## src/rtl/mdu_arbiter_if.sv

```systemverilog
// Requester, multiply/divide unit and response signals of the shared MDU arbiter.
// slave is the arbiter's view; master is the environment (requesters, unit, consumer).
interface mdu_arbiter_if #(
  parameter int NUM_REQ = 4,
  parameter int ID_W    = 2,
  parameter int XLEN    = 64
);
  logic [NUM_REQ-1:0]      req_valid;
  logic [NUM_REQ-1:0]      req_ready;
  logic [NUM_REQ*XLEN-1:0] req_a;
  logic [NUM_REQ*XLEN-1:0] req_b;
  logic [NUM_REQ-1:0]      req_m_d;
  logic [XLEN-1:0]         mdu_a;
  logic [XLEN-1:0]         mdu_b;
  logic                    mdu_m_d;
  logic                    mdu_start;
  logic [2*XLEN:0]         mdu_result;
  logic                    mdu_ready;
  logic                    rsp_valid;
  logic                    rsp_ready;
  logic [ID_W-1:0]         rsp_id;
  logic [2*XLEN:0]         rsp_result;
  logic                    rsp_dz;
  logic                    busy;

  modport slave (
    input  req_valid, req_a, req_b, req_m_d, mdu_result, mdu_ready, rsp_ready,
    output req_ready, mdu_a, mdu_b, mdu_m_d, mdu_start,
           rsp_valid, rsp_id, rsp_result, rsp_dz, busy
  );

  modport master (
    output req_valid, req_a, req_b, req_m_d, mdu_result, mdu_ready, rsp_ready,
    input  req_ready, mdu_a, mdu_b, mdu_m_d, mdu_start,
           rsp_valid, rsp_id, rsp_result, rsp_dz, busy
  );
endinterface

```

## src/rtl/mdu_arbiter.sv

```systemverilog
// Round-robin sharing of one multiply/divide unit among NUM_REQ requesters, with a
// local divide-by-zero bypass and a one-entry tagged response register.
module mdu_arbiter #(
  parameter int NUM_REQ = 4,
  parameter int ID_W    = 2,
  parameter int XLEN    = 64
) (
  input  logic         clk,
  input  logic         reset,
  mdu_arbiter_if.slave bus
);
  typedef enum logic [2:0] {IDLE, ISSUE, ARM, WAIT, RESP} state_t;

  state_t            state_reg;
  logic [ID_W-1:0]   rr_ptr_reg;
  logic [XLEN-1:0]   mdu_a_reg;
  logic [XLEN-1:0]   mdu_b_reg;
  logic              mdu_m_d_reg;
  logic              mdu_start_reg;
  logic              rsp_valid_reg;
  logic [ID_W-1:0]   rsp_id_reg;
  logic [2*XLEN:0]   rsp_result_reg;
  logic              rsp_dz_reg;
  logic              busy_reg;

  logic [XLEN-1:0]   a_arr [NUM_REQ];
  logic [XLEN-1:0]   b_arr [NUM_REQ];
  logic              grant_valid;
  logic [ID_W-1:0]   grant_id;
  logic [ID_W-1:0]   scan_idx;
  logic              accept;
  logic [XLEN-1:0]   grant_a;
  logic [XLEN-1:0]   grant_b;
  logic              grant_m_d;
  logic              grant_dz;

  generate
    for (genvar gi = 0; gi < NUM_REQ; gi++) begin : g_req
      assign a_arr[gi]         = bus.req_a[gi*XLEN +: XLEN];
      assign b_arr[gi]         = bus.req_b[gi*XLEN +: XLEN];
      assign bus.req_ready[gi] = accept && (grant_id == ID_W'(gi));
    end
  endgenerate

  // Scan from the farthest candidate toward rr_ptr+1 so the nearest valid one wins.
  always_comb begin
    grant_valid = 1'b0;
    grant_id    = '0;
    scan_idx    = '0;
    for (int k = NUM_REQ; k >= 1; k--) begin
      scan_idx = ID_W'((int'(rr_ptr_reg) + k) % NUM_REQ);
      if (bus.req_valid[scan_idx]) begin
        grant_valid = 1'b1;
        grant_id    = scan_idx;
      end
    end
  end

  // No handshake can complete while reset is held.
  assign accept    = (state_reg == IDLE) && grant_valid && !reset;
  assign grant_a   = a_arr[grant_id];
  assign grant_b   = b_arr[grant_id];
  assign grant_m_d = bus.req_m_d[grant_id];
  assign grant_dz  = !grant_m_d && (grant_b == '0);

  always_ff @(posedge clk or posedge reset) begin
    if (reset) begin
      state_reg      <= IDLE;
      rr_ptr_reg     <= ID_W'(NUM_REQ - 1);
      mdu_a_reg      <= '0;
      mdu_b_reg      <= '0;
      mdu_m_d_reg    <= 1'b0;
      mdu_start_reg  <= 1'b0;
      rsp_valid_reg  <= 1'b0;
      rsp_id_reg     <= '0;
      rsp_result_reg <= '0;
      rsp_dz_reg     <= 1'b0;
      busy_reg       <= 1'b0;
    end else begin
      case (state_reg)
        IDLE: begin
          if (accept) begin
            rr_ptr_reg  <= grant_id;
            rsp_id_reg  <= grant_id;
            mdu_a_reg   <= grant_a;
            mdu_b_reg   <= grant_b;
            mdu_m_d_reg <= grant_m_d;
            busy_reg    <= 1'b1;
            if (grant_dz) begin
              // Quotient saturates to all-ones, remainder is the dividend.
              rsp_result_reg <= {1'b0, grant_a, {XLEN{1'b1}}};
              rsp_dz_reg     <= 1'b1;
              rsp_valid_reg  <= 1'b1;
              state_reg      <= RESP;
            end else begin
              mdu_start_reg <= 1'b1;
              state_reg     <= ISSUE;
            end
          end
        end
        ISSUE: begin
          mdu_start_reg <= 1'b0;
          state_reg     <= ARM;
        end
        // The unit's ready may still read high for one cycle after start.
        ARM: state_reg <= WAIT;
        WAIT: begin
          if (bus.mdu_ready) begin
            rsp_result_reg <= bus.mdu_result;
            rsp_dz_reg     <= 1'b0;
            rsp_valid_reg  <= 1'b1;
            state_reg      <= RESP;
          end
        end
        RESP: begin
          if (bus.rsp_ready) begin
            rsp_valid_reg <= 1'b0;
            busy_reg      <= 1'b0;
            state_reg     <= IDLE;
          end
        end
        default: begin
          mdu_start_reg <= 1'b0;
          rsp_valid_reg <= 1'b0;
          busy_reg      <= 1'b0;
          state_reg     <= IDLE;
        end
      endcase
    end
  end

  assign bus.mdu_a      = mdu_a_reg;
  assign bus.mdu_b      = mdu_b_reg;
  assign bus.mdu_m_d    = mdu_m_d_reg;
  assign bus.mdu_start  = mdu_start_reg;
  assign bus.rsp_valid  = rsp_valid_reg;
  assign bus.rsp_id     = rsp_id_reg;
  assign bus.rsp_result = rsp_result_reg;
  assign bus.rsp_dz     = rsp_dz_reg;
  assign bus.busy       = busy_reg;
endmodule

```

## src/flat_wrapper.sv

```systemverilog
// flat-port wrapper written by rule: the top's interface ports become plain ports
module mdu_arbiter_flat 
#(
  parameter int NUM_REQ = 4,
  parameter int ID_W    = 2,
  parameter int XLEN    = 64
)
  (clk, reset, bus_req_valid, bus_req_a, bus_req_b, bus_req_m_d, bus_mdu_result, bus_mdu_ready, bus_rsp_ready, bus_req_ready, bus_mdu_a, bus_mdu_b, bus_mdu_m_d, bus_mdu_start, bus_rsp_valid, bus_rsp_id, bus_rsp_result, bus_rsp_dz, bus_busy);
  mdu_arbiter_if #(.NUM_REQ(NUM_REQ), .ID_W(ID_W), .XLEN(XLEN)) bus_i ();
  input  logic clk;
  input  logic reset;
  input wire logic [$bits(bus_i.req_valid)-1:0] bus_req_valid;
  input wire logic [$bits(bus_i.req_a)-1:0] bus_req_a;
  input wire logic [$bits(bus_i.req_b)-1:0] bus_req_b;
  input wire logic [$bits(bus_i.req_m_d)-1:0] bus_req_m_d;
  input wire logic [$bits(bus_i.mdu_result)-1:0] bus_mdu_result;
  input wire logic [$bits(bus_i.mdu_ready)-1:0] bus_mdu_ready;
  input wire logic [$bits(bus_i.rsp_ready)-1:0] bus_rsp_ready;
  output wire logic [$bits(bus_i.req_ready)-1:0] bus_req_ready;
  output wire logic [$bits(bus_i.mdu_a)-1:0] bus_mdu_a;
  output wire logic [$bits(bus_i.mdu_b)-1:0] bus_mdu_b;
  output wire logic [$bits(bus_i.mdu_m_d)-1:0] bus_mdu_m_d;
  output wire logic [$bits(bus_i.mdu_start)-1:0] bus_mdu_start;
  output wire logic [$bits(bus_i.rsp_valid)-1:0] bus_rsp_valid;
  output wire logic [$bits(bus_i.rsp_id)-1:0] bus_rsp_id;
  output wire logic [$bits(bus_i.rsp_result)-1:0] bus_rsp_result;
  output wire logic [$bits(bus_i.rsp_dz)-1:0] bus_rsp_dz;
  output wire logic [$bits(bus_i.busy)-1:0] bus_busy;
  assign bus_i.req_valid = bus_req_valid;
  assign bus_i.req_a = bus_req_a;
  assign bus_i.req_b = bus_req_b;
  assign bus_i.req_m_d = bus_req_m_d;
  assign bus_i.mdu_result = bus_mdu_result;
  assign bus_i.mdu_ready = bus_mdu_ready;
  assign bus_i.rsp_ready = bus_rsp_ready;
  assign bus_req_ready = bus_i.req_ready;
  assign bus_mdu_a = bus_i.mdu_a;
  assign bus_mdu_b = bus_i.mdu_b;
  assign bus_mdu_m_d = bus_i.mdu_m_d;
  assign bus_mdu_start = bus_i.mdu_start;
  assign bus_rsp_valid = bus_i.rsp_valid;
  assign bus_rsp_id = bus_i.rsp_id;
  assign bus_rsp_result = bus_i.rsp_result;
  assign bus_rsp_dz = bus_i.rsp_dz;
  assign bus_busy = bus_i.busy;
  mdu_arbiter #(.NUM_REQ(NUM_REQ), .ID_W(ID_W), .XLEN(XLEN)) u_core (.clk(clk), .reset(reset), .bus(bus_i));
endmodule
```

## config.mk

```make
export PLATFORM = sky130hd
export DESIGN_NAME = mdu_arbiter_flat
export DESIGN_NICKNAME = d
export VERILOG_FILES = /design/src/rtl/mdu_arbiter_if.sv /design/src/rtl/mdu_arbiter.sv /design/src/flat_wrapper.sv
export SDC_FILE = /design/constraint.sdc
export NUM_CORES = 1
export LEC_CHECK = 0
export ABC_AREA = 1
export ABC_CLOCK_PERIOD_IN_PS = 7500
export CAP_MARGIN = 20
export CELL_PAD_IN_SITES_DETAIL_PLACEMENT = 1
export CELL_PAD_IN_SITES_GLOBAL_PLACEMENT = 1
export CORE_AREA = 5 5 358 360
export DETAILED_ROUTE_END_ITERATION = 16
export DIE_AREA = 0 0 363 365
export HOLD_SLACK_MARGIN = 0.08
export PLACE_DENSITY = 0.51
export SKIP_LAST_GASP = 1
export SYNTH_ARGS = -nofsm -noshare
export SYNTH_HDL_FRONTEND = slang
export SYNTH_SLANG_ARGS = --single-unit
```

## constraint.sdc

```tcl
create_clock -name clk -period 7.5 [get_ports clk]
set_clock_uncertainty 0.1 [all_clocks]
set_input_delay 0.75 -clock clk [delete_from_list [all_inputs] [get_ports clk]]
set_output_delay 0.75 -clock clk [all_outputs]
set_load 0.1 [all_outputs]
```

==> flow_summary.toml <==
[sta]
slew_viol_final = 0
final-hold-violation-count = 0
final.setup.worst_slack_ns = 1.803
slew_headroom = 0.2344
tightest_slew_ns = 1.145
rsz0062_at_grt = "false"
layout_min_cycle_time_ns = 5.697
fin_crit_sh = 0.7596
finalSetupViolations = 0
max_clock_freq_mhz = 175.5
fin_setup_tns_ns = 0

[route]
viasPerCell = 3.962
topRoutingLayerUsed = "met5"
drt-total-wl_um = 109300
antenna_left = 0
drc = 0
post_drt_wl_per_cell_um = 22.70
first_pass_iters = 5
wl_met1_um = 46450
drtIter0Drc = 994
met2_length_um = 53610
num_vias = 19072
met3WireLength_um = 7281

[setup_path]
arrival_ns = 6.10
worstSetupEndpointType = "flop"
crit_path_max_fanout = 96
startpoint_type = "flop"
path_cells = "inv_2 > nand2_1 > nand2_1 > nand2_1 > nand2_1 > inv_2 > nand2_2 > nand2_1 > nand2_2 > nor2_4 > nand2_1 > nand2_1 > nor2_1 > nand2_1 > nor2_1 > nand2_1 > nor2_1 > nand3_1 > nand2_8 > nand3_4 > buf_12 > nand2_1 > nand2_1"
worst_path_max_delay_cell = "nor2_4"
crit_top_cell = "nand2_1"
cp.required_ns = 7.91
path_delay_family = "simple AND/OR/NAND/NOR gates"
cp_num_buf_inv = 3
criticalPathCategory = "flop to flop"
crit_path_max_incr_delay_ns = 0.80

[clocking]
h-tree-depth = 2
root_buffer = "clkbuf_16"
cts_setup_buffers = 0
clk_pin_slew_worst_paths_ns = 0.05
insertion_delay_ns = 0.59
postCtsHoldBufs = 0
cts_tree = "yes"
cts_buffer_depth = 3
cts.sinks = 269
numCtsBuffers = 41
ctsResizeCount = 0

[floorplan]
dieWidth_um = 363
design.die.area_um2 = 132500
num_io_pins = 921
die_h_um = 365
initial_utilization = 0.1260
core_um2 = 124800
std_cell_rows = 130

[logic_synthesis]
synthesis.area_um2 = 15720
synth-compound-area-share = 0.08301
synthMuxAreaShare = 0
syn_avg_cell_area_um2 = 6.850
yosys.area_share.simple = 0.4314
synth_xor_area_frac = 0
synth_seq_cells = 269
syn_nets = 2948
synth_top_family_by_area = "simple AND/OR/NAND/NOR gates"
yosysWarnings = 0
ys_seq_area_frac = 0.4284
synthAdderAreaFrac = 0
syn_inst = 2295
synthDistinctLibCells = 26

[finish]
drive_above_1_share = 0.06110
finalNetCount = 3781
areaGrowthSynthToFinish_pct = 78.17
layout_common_cells = "nand2_1, clkdlybuf4s50_1, dfrtp_1"
largest_reg_flops = 129
fin_cells = 4814
mostFrequentLayoutCell = "nand2_1"
fill_cells = 14937

[status]
outcome = "finished, final reports clean"

[global_route]
grt_pass1_wl_um = 151500
grt_pass1_vias = 20256
grt_overflow = 0
grt_max_degree = 129
antenna_found_initial = 13
grt_use_total = 0.1569

[place]
portBuffers = 920
dpl.hpwl_um = 85500
dpl.cell_count = 4734
place_congestion = 0.8366
pre_cts_slack_ns = 1.343

[min_path]
hp-class = "flop to flop"

[job]
maxCapViolCount = 0
## final timing paths
kind	start	slack (ns)	to	cells after the start
setup / recovery	u_core.rr_ptr_reg[0]	1.80	u_core.bus.rsp_result[104]	23
hold / removal	u_core.bus.rsp_result[93]	0.37	u_core.bus.rsp_result[93]	2
setup reg to reg	u_core.rr_ptr_reg[0]	1.80	u_core.bus.rsp_result[104]	23
hold reg to reg	u_core.bus.rsp_result[93]	0.37	u_core.bus.rsp_result[93]	2
max in group asynchronous	reset	5.19	u_core.bus.mdu_b[9]	4
min in group asynchronous	reset	0.53	u_core.bus.mdu_start	2
## through the flow
step                      cell area [um^2]    util  hold slack (ns)
after detailed placement             26660  0.2137           0.3573
after floorplan                      15720       -           0.3640
final                                28010  0.2245           0.3693
after global routing                 28000  0.2245           0.3806
after global placement               26550  0.2128           0.3541
after CTS                            27980  0.2242           0.3716
## area by class of cell
class                           count  area (um^2)  area share
Timing Repair Buffer              960         9619      0.3434
Multi-Input combinational cell   1834         8167      0.2916
Sequential cell                   269         6734      0.2404
Tap cell                         1650         2064     0.07371
Clock buffer                       70         1266     0.04521
Inverter                           22        96.34    0.003440
Clock inverter                      4        48.80    0.001742
Antenna cell                        5        12.51   0.0004467
## per-layer routing
metal  vias up  GRT usage
met1      9269     0.1941
met2       530     0.2722
met3        88    0.04588
met5         -          0
li1       9173          -
met4        12    0.03135
## cells by family (layout without fill, tap and decap cells)
family,count (synthesis),in the layout
flops,269,269
simple gates,1637,1637
compound gates,197,197
buf+inv,192,1056
other cells,0,5
## Yosys cell counts, drive strengths merged
cell type  count  area [um^2]
clkbuf        91        341.6
inv           21        78.83
dfstp          2        52.55
nor2         137        514.2
clkinv         1        3.750
dfrtp        267         6681
o21ai         36        180.2
nand3         85        435.4
a31oi         63        394.1
or2           65        406.6
a22oi         95        713.2
nor3           6        30.03
nor4           1        6.260
a21boi         1        7.510
nand4        131        819.5
a21oi          2        10.01
buf           79        475.5
nand2       1212         4569
## worst min-delay path, stage by stage (launching register included)
cell,delay [ns]
dfrtp_1,0.34
nand2_1,0.06
nand2_1,0.05
Power is not shown: default switching activity piles up to over one toggle a cycle in this logic, so the estimate is an artifact.
